==> src/rtl/ltssm_pkg.sv <==
// Shared LTSSM encodings: training substates and LPIF state codes, used by the
// sequencer and by both lane engines so all agree on the same numbering.
package ltssm_pkg;

  typedef enum logic [3:0] {
    DETECT_QUIET          = 4'd0,
    DETECT_ACTIVE         = 4'd1,
    POLLING_ACTIVE        = 4'd2,
    POLLING_CONFIG        = 4'd3,
    CFG_LINKWIDTH_START   = 4'd4,
    CFG_LINKWIDTH_ACCEPT  = 4'd5,
    CFG_LANENUM_WAIT      = 4'd6,
    CFG_LANENUM_ACCEPT    = 4'd7,
    CFG_COMPLETE          = 4'd8,
    CFG_IDLE              = 4'd9,
    L0                    = 4'd10,
    REC_RCVR_LOCK         = 4'd11,
    REC_RCVR_CFG          = 4'd12,
    REC_IDLE              = 4'd13
  } substate_e;

  localparam logic [3:0] LPIF_RESET   = 4'd0;
  localparam logic [3:0] LPIF_ACTIVE  = 4'd1;
  localparam logic [3:0] LPIF_RETRAIN = 4'd2;

  // The two unused codes fall back to DetectQuiet rather than wedging the FSM.
  function automatic substate_e to_substate(input logic [3:0] code);
    if (code > 4'd13) begin
      return DETECT_QUIET;
    end
    return substate_e'(code);
  endfunction

endpackage

==> src/rtl/ltssm_controller.sv <==
// Gen1 LTSSM sequencer: commands the TX/RX lane engines, merges their finish
// handshakes and holds the shared link parameters.
module ltssm_controller
  import ltssm_pkg::*;
#(
  parameter int DEVICETYPE = 0
) (
  input  logic       clk,
  input  logic       reset,
  input  logic [3:0] lpifStateRequest,
  input  logic       forceDetect,
  input  logic       finishTx,
  input  logic       finishRx,
  input  logic [3:0] gotoTx,
  input  logic [3:0] gotoRx,
  input  logic [4:0] numberOfDetectedLanesIn,
  input  logic       writeNumberOfDetectedLanes,
  input  logic [7:0] rateIdIn,
  input  logic       writeRateId,
  input  logic       upConfigureCapabilityIn,
  input  logic       writeUpconfigureCapability,
  input  logic [7:0] linkNumberInTx,
  input  logic [7:0] linkNumberInRx,
  input  logic       writeLinkNumberTx,
  input  logic       writeLinkNumberRx,
  output logic [3:0] substateTx,
  output logic [3:0] substateRx,
  output logic       linkUp,
  output logic [2:0] GEN,
  output logic [3:0] lpifStateStatus,
  output logic [4:0] numberOfDetectedLanesOut,
  output logic [7:0] rateIdOut,
  output logic       upConfigureCapabilityOut,
  output logic [7:0] linkNumberOutTx,
  output logic [7:0] linkNumberOutRx
);

  substate_e  substate_q, substate_d;
  logic       tx_done_q, tx_done_d, rx_done_q, rx_done_d;
  logic [3:0] tx_goto_q, tx_goto_d, rx_goto_q, rx_goto_d;
  logic [4:0] lanes_q, lanes_d;
  logic [7:0] rate_id_q, rate_id_d;
  logic       upcfg_q, upcfg_d;
  logic [7:0] link_num_q, link_num_d;

  logic       tx_done_eff, rx_done_eff;
  logic [3:0] tx_goto_eff, rx_goto_eff;
  logic       link_wr;
  logic [7:0] link_in;

  // A finish arriving this cycle counts as already latched.
  assign tx_done_eff = tx_done_q | finishTx;
  assign rx_done_eff = rx_done_q | finishRx;
  assign tx_goto_eff = finishTx ? gotoTx : tx_goto_q;
  assign rx_goto_eff = finishRx ? gotoRx : rx_goto_q;

  always_comb begin
    substate_d = substate_q;
    tx_done_d  = 1'b0;
    rx_done_d  = 1'b0;
    tx_goto_d  = tx_goto_q;
    rx_goto_d  = rx_goto_q;
    if (forceDetect) begin
      substate_d = DETECT_QUIET;
    end else if (substate_q == DETECT_QUIET || substate_q == DETECT_ACTIVE) begin
      if (finishTx) begin
        substate_d = to_substate(gotoTx);
      end
    end else if (tx_done_eff && rx_done_eff) begin
      // RX goto wins on disagreement; on agreement it equals the TX goto.
      substate_d = to_substate(rx_goto_eff);
    end else if (substate_q == L0 && !tx_done_eff && !rx_done_eff &&
                 lpifStateRequest == LPIF_RETRAIN) begin
      substate_d = REC_RCVR_LOCK;
    end else begin
      tx_done_d = tx_done_eff;
      rx_done_d = rx_done_eff;
      tx_goto_d = tx_goto_eff;
      rx_goto_d = rx_goto_eff;
    end
  end

  // Only the authoritative engine may set the link number.
  assign link_wr = (DEVICETYPE == 0) ? writeLinkNumberTx : writeLinkNumberRx;
  assign link_in = (DEVICETYPE == 0) ? linkNumberInTx : linkNumberInRx;

  always_comb begin
    lanes_d    = writeNumberOfDetectedLanes ? numberOfDetectedLanesIn : lanes_q;
    rate_id_d  = writeRateId ? rateIdIn : rate_id_q;
    upcfg_d    = writeUpconfigureCapability ? upConfigureCapabilityIn : upcfg_q;
    link_num_d = link_wr ? link_in : link_num_q;
  end

  always_ff @(posedge clk) begin
    if (reset) begin
      substate_q <= DETECT_QUIET;
      tx_done_q  <= 1'b0;
      rx_done_q  <= 1'b0;
      tx_goto_q  <= 4'd0;
      rx_goto_q  <= 4'd0;
      lanes_q    <= 5'd0;
      rate_id_q  <= 8'd0;
      upcfg_q    <= 1'b0;
      link_num_q <= 8'd0;
    end else begin
      substate_q <= substate_d;
      tx_done_q  <= tx_done_d;
      rx_done_q  <= rx_done_d;
      tx_goto_q  <= tx_goto_d;
      rx_goto_q  <= rx_goto_d;
      lanes_q    <= lanes_d;
      rate_id_q  <= rate_id_d;
      upcfg_q    <= upcfg_d;
      link_num_q <= link_num_d;
    end
  end

  always_comb begin
    lpifStateStatus = LPIF_RESET;
    if (substate_q == L0) begin
      lpifStateStatus = LPIF_ACTIVE;
    end else if (substate_q == REC_RCVR_LOCK || substate_q == REC_RCVR_CFG ||
                 substate_q == REC_IDLE) begin
      lpifStateStatus = LPIF_RETRAIN;
    end
  end

  assign substateTx               = substate_q;
  assign substateRx               = substate_q;
  assign linkUp                   = (substate_q == L0);
  assign GEN                      = 3'd1;
  assign numberOfDetectedLanesOut = lanes_q;
  assign rateIdOut                = rate_id_q;
  assign upConfigureCapabilityOut = upcfg_q;
  assign linkNumberOutTx          = link_num_q;
  assign linkNumberOutRx          = link_num_q;

endmodule

==> config.mk <==
export PLATFORM = sky130hd
export DESIGN_NAME = ltssm_controller
export DESIGN_NICKNAME = d
export VERILOG_FILES = /design/src/rtl/ltssm_pkg.sv /design/src/rtl/ltssm_controller.sv
export SDC_FILE = /design/constraint.sdc
export NUM_CORES = 1
export LEC_CHECK = 0
export ABC_AREA = 1
export BUFFER_PORTS_ARGS = -buffer_cell sky130_fd_sc_hd__buf_4
export CORE_MARGIN = 2
export CORE_UTILIZATION = 48
export CTS_BUF_LIST = sky130_fd_sc_hd__clkbuf_8
export DETAILED_ROUTE_END_ITERATION = 16
export GPL_TIMING_DRIVEN = 0
export PLACE_DENSITY = 0.85
export SLEW_MARGIN = 10
export SYNTH_ARGS = -nofsm -noshare
export SYNTH_HDL_FRONTEND = slang
export SYNTH_SLANG_ARGS = --single-unit
==> constraint.sdc <==
create_clock -name clk -period 1.82 [get_ports clk]
set_input_delay 0.091 -clock clk [delete_from_list [all_inputs] [get_ports clk]]
set_output_delay 0.091 -clock clk [all_outputs]
set_load 0.02 [all_outputs]
# Word-level counts from Yosys, hierarchy flattened
# Cells that the tools add are included.
# op_classes
n_addsub	0
mul	0
div_mod_pow	0
order_cmp	2
eq_ne	7
shifts	0
muxes	19
n_bitwise	6
reduce_logical	15
# ops
cell	count
2-to-1 mux 4 bit	9
== test 4 bit, second input constant	4
> comparator 4 bit, second input constant	2
2-to-1 mux 1 bit	8
OR reduction 5 bit	1
== test 4 x 1 -> 1 bit, second input constant	1
== test 4 x 2 -> 1 bit, second input constant	1
logical AND 1 bit	4
zero test 4 bit	1
2-to-1 mux 2 bit	2
inverter 1 bit	4
AND reduction 4 bit	1
logical OR 1 bit	3
nonzero test 3 bit	1
zero test 1 bit	2
!= test 2 bit, second input constant	1
bitwise OR 1 bit	2
AND reduction 2 bit	1
OR reduction 2 bit	1
# word_totals
register_bits	32
latchBits	0
ramBits	0
rom_bits	0
inputBits	52
out_inout_bits	46
elab_cells	57
mem_count	0

# Depth between registers and ports, before layout
# depth
word_depth	9
depth_mapped	9
ltp_nobuf	9

# Worst setup path after synthesis
# OpenSTA, ideal clock, no wires.
# synth_timing
kind	flip-flop to flip-flop
startpoint	register substate_q[1], in the netlist substateRx[1]
endpoint	register substate_q[2], in the netlist substateRx[2]
setup_ps	114
t_arrival_ps	1295
path_slack_ps	411
path_stages_with_launch	8
path_buffers	0
period_less_slack_ps	1409
cell_sequence	dfxtp_1 > nand2_1 > nor2_4 > nand3_4 > nand2_4 > nand2_4 > nor2_1 > nor2_2
# synth_between
elab_chain_len	6
elab_cells_between_ends	11
# synth_rtl
item	line_no	source
from (decl)	ltssm_controller.sv:38	substate_e substate_q, substate_d;
from (signal assigned)	ltssm_controller.sv:106	substate_q <= substate_d;
== test 4 bit	-	
net linkUp	ltssm_controller.sv:28	output logic linkUp,
logical AND 1 bit (3 in a row)	ltssm_controller.sv:72	end else if (substate_q == L0 && !tx_done_eff && !rx_done_eff &&
nonzero test 3 bit (no source line)	-	
AND reduction 2 bit (no source line)	-	
# The timed path passes the listed nets, and every way through them passes these cells.
# A chain may end at the register's enable or synchronous reset.

# Worst setup path after layout
# layout_timing
startpoint	register substate_q[1], in the netlist substateRx[1]
endpoint	register substate_q[2], in the netlist substateRx[2]
# layout_between
elab_chain_len	6
elab_cells_between_ends	11
# layout_rtl
item	line_no
== test 4 bit	ltssm_controller.sv:72
logical AND 1 bit (3 in a row)	ltssm_controller.sv:72
nonzero test 3 bit (no source line)	-
AND reduction 2 bit (no source line)	-
# Parallel ways exist; a longest one is shown, timed or not.

==> flow_summary_export.csv <==
group,metric,value,unit
grt,grt_pass1_vias,1382,
placement,placed_area,2300,sq um
yosys,synthCells,225,
yosys,ys_top_cells_by_area,"dfxtp_1 (40%), nor2_1 (12%), buf_4 (8.4%), nand2_1 (8.1%), o21ai_0 (7.1%)",
drt,firstDrtPassIters,4,
clock_network,cts_buffers,5,
clock_network,cts_sinks,32,
clock_network,root_buffer,"clkbuf_8",
sta,slew_viol_final,0,
sta,finalCritPeriodShare,0.738,
sta,clock_skew,0.00466,ns
layout,final_cells,366,
yosys,synth_area_per_cell,7.17,sq um
grt,antenna_found_initial,0,
drt,ant_nets,0,
die,die_w,62.0,um
yosys,synthDominantCellAreaShare,0.397,
grt,use_met3,0.106,
sta,fin_setup_tns,0,ns
clock_network,cts_buffer_depth,2,
die,die_height,62.0,um
die,initial_core_util,0.491,
worst_hold_path,hp-class,"in2reg",
setup_path,critical_path_class,"reg2reg",
status,status,"finished, final reports clean",
yosys,synth.most_common_cell,"nor2_1",
clock_network,post_cts_resized,0,
die,io_pins,98,
job,cap_violations,0,
grt,grt_first_pass_wirelength,5670,um
drt,routedWlPerCell,10.2,um
die,core,3280,sq um
setup_path,worstSetupEndpointType,"register",
setup_path,start_kind,"register",
placement,dp_cells,357,
yosys,syn_area,1610,sq um
setup_path,critPathMaxFanout,9,
layout,fill_cells,285,
clock_network,post_cts_buffers,0,
sta,fin_crit,1.34,ns
sta,hold_viol_final,0,
yosys,ys.warnings.count,0,
yosys,synthTopCellsByCount,"nor2_1 (53), nand2_1 (35), dfxtp_1 (32), o21ai_0 (23)",
clock_network,cts_hold_buf,1,
drt,num_vias,1666,
setup_path,worstRegToRegCells,9,
die,rows,21,
grt,use_met1,0.224,
yosys,async_flop_share,0,
sta,rsz0062_at_grt,"false",
sta,fmax,744,MHz
grt,grt_overflow,0,
yosys,synth_edf_count,0,
yosys,ys_seq_elements,32,
layout,final_core_util,0.743,
setup_path,rrSetupSlack,0.48,ns
layout,syn_to_final_growth,51.4,%
yosys,yosys.area.top_type,"dfxtp_1",
layout,drive_above_1_share,0.416,
setup_path,cp.arrival,1.54,ns
grt,grt.busiest_layer,"met2",
die,fp.dieArea,3840,sq um
placement,dp_slack,0.486,ns
layout,design_area,2440,sq um
drt,routed_wl,3730,um
sta,setup_violations,0,
drt,drt_iter0_markers,51,
yosys,synthFlopType,"dfxtp_1",
placement,gp_congestion,0.787,
clock_network,cts_max_level,2,
sta,postLayoutSetupSlackWorst,0.477,ns
power,power_density,886,nW/um^2
worst_hold_path,hp-start,"reset",
setup_path,crit_required,2.01,ns
placement,io_buffers,83,
grt,grt_use_total,0.207,
drt,drc,0,
layout,diodes,0,
placement,place_hpwl,2840,um
setup_path,r2r-end,"substateRx[2]",
layout,layout.nets,371,
clock_network,cts_tree,"built",
worst_hold_path,min_delay_path_depth,2,
drt,viasPerCell,4.55,
clock_network,path_clk_slew,0.07,ns
clock_network,clk-insertion-delay-late,0.29,ns
setup_path,rr_startpoint,"substateRx[1]",
grt,grtUsageMet2,0.335,
power,ir_drop,0.513,mV
worst_hold_path,hold_end,"rx_goto_q[1]",
yosys,synth_cell_types,22,
yosys,synth_seq_area_share,0.397,
grt,grt_max_degree,11,
power,p_leak,1.27,nW
-- worst max path at each step --
| stage | cells after the start | startpoint | end | slack, ns |
|---|---|---|---|---|
| final | 9 | substateRx[1] | substateRx[2] | 0.48 |
| after global routing | 7 | substateRx[3] | substateRx[2] | 0.34 |
| after CTS | 8 | substateRx[1] | rx_goto_q[3] | 0.47 |
| after global placement | 7 | substateRx[3] | substateRx[2] | 0.50 |
| after detailed placement | 7 | substateRx[3] | substateRx[2] | 0.49 |
| after floorplan | 7 | substateRx[1] | substateRx[2] | 0.41 |
-- cells by family after synthesis --
logic type	after synthesis	share of synthesized area
compound gates	30	0.0977
buf+inv	42	0.140
flops	32	0.397
other cells	2	0.00466
simple gates	119	0.361
-- per-layer routing --
| metal | up-vias | part of all wire |
|---|---|---|
| met5 | - | 0 |
| met4 | 0 | 0.014 |
| met3 | 6 | 0.11 |
| met2 | 69 | 0.47 |
| met1 | 723 | 0.41 |
| li1 | 868 | - |
-- worst max-delay path: stages (launching register included) --
cell and delay (ns):
dfxtp_1 0.41, inv_2 0.07, nand3_2 0.17, inv_2 0.08, nor2_4 0.19, nand2_4 0.08, nand2_4 0.09, nand2_1 0.06
nand2_1 0.07, nor2_2 0.03
-- placed cells by master, fill, tap and decap left out --
cell | synthesis | layout
nor3_1 | 2 | 2
nor2_2 | 2 | 2
o21ai_0 | 23 | 23
conb_1 | 2 | 5
dfxtp_1 | 32 | 32
a21oi_1 | 5 | 5
dlygate4sd3_1 | 0 | 1
buf_1 | 1 | 1
nand3_4 | 2 | 2
o21ai_2 | 2 | 2
clkbuf_1 | 1 | 1
inv_1 | 18 | 18
bufinv_16 | 0 | 1
nor2_1 | 53 | 53
inv_2 | 4 | 4
nor2_4 | 6 | 6
nand2_1 | 35 | 35
nand3_1 | 8 | 8
or2_2 | 1 | 1
buf_4 | 18 | 101
nand3_2 | 2 | 2
nand2_2 | 3 | 3
nand4_1 | 3 | 3
nand2_4 | 2 | 2
clkbuf_8 | 0 | 7
-- power by group --
group | leakage (nW) | switching, mW | internal, mW | total, mW
Clock | 0.0645 | 0.268 | 0.483 | 0.751
Sequential | 0.264 | 0.0351 | 0.754 | 0.789
Combinational | 0.937 | 0.345 | 0.277 | 0.622
-- sequential cells by signal, summed over array words and instances (netlist names) --
signal	count
rx_goto_q	4
upConfigureCapabilityOut	1
numberOfDetectedLanesOut	5
rx_done_q	1
substateRx	4
rateIdOut	8
tx_done_q	1
linkNumberOutRx	8
-- per-stage QoR --
step / hold WS, ns / power, mW
2_1_floorplan: 0.160 / 1.19
3_5_place_dp: 0.287 / 1.43
6_report: 0.0133 / 2.16
3_3_place_gp: 0.281 / 1.41
5_1_grt: 0.00982 / 2.28
4_1_cts: 0.0100 / 2.18
-- area by class of cell --
type	count	area, sq um	share of cell area
Buffer	20	143	0.0584
Clock buffer	7	96.3	0.0395
Clock inverter	1	30.0	0.0123
Inverter	22	82.6	0.0338
Multi-Input combinational cell	154	758	0.311
Sequential cell	32	641	0.262
Tap cell	46	57.6	0.0236
Timing Repair Buffer	84	633	0.259
No activity file was read; power rests on OpenSTA's default activity.
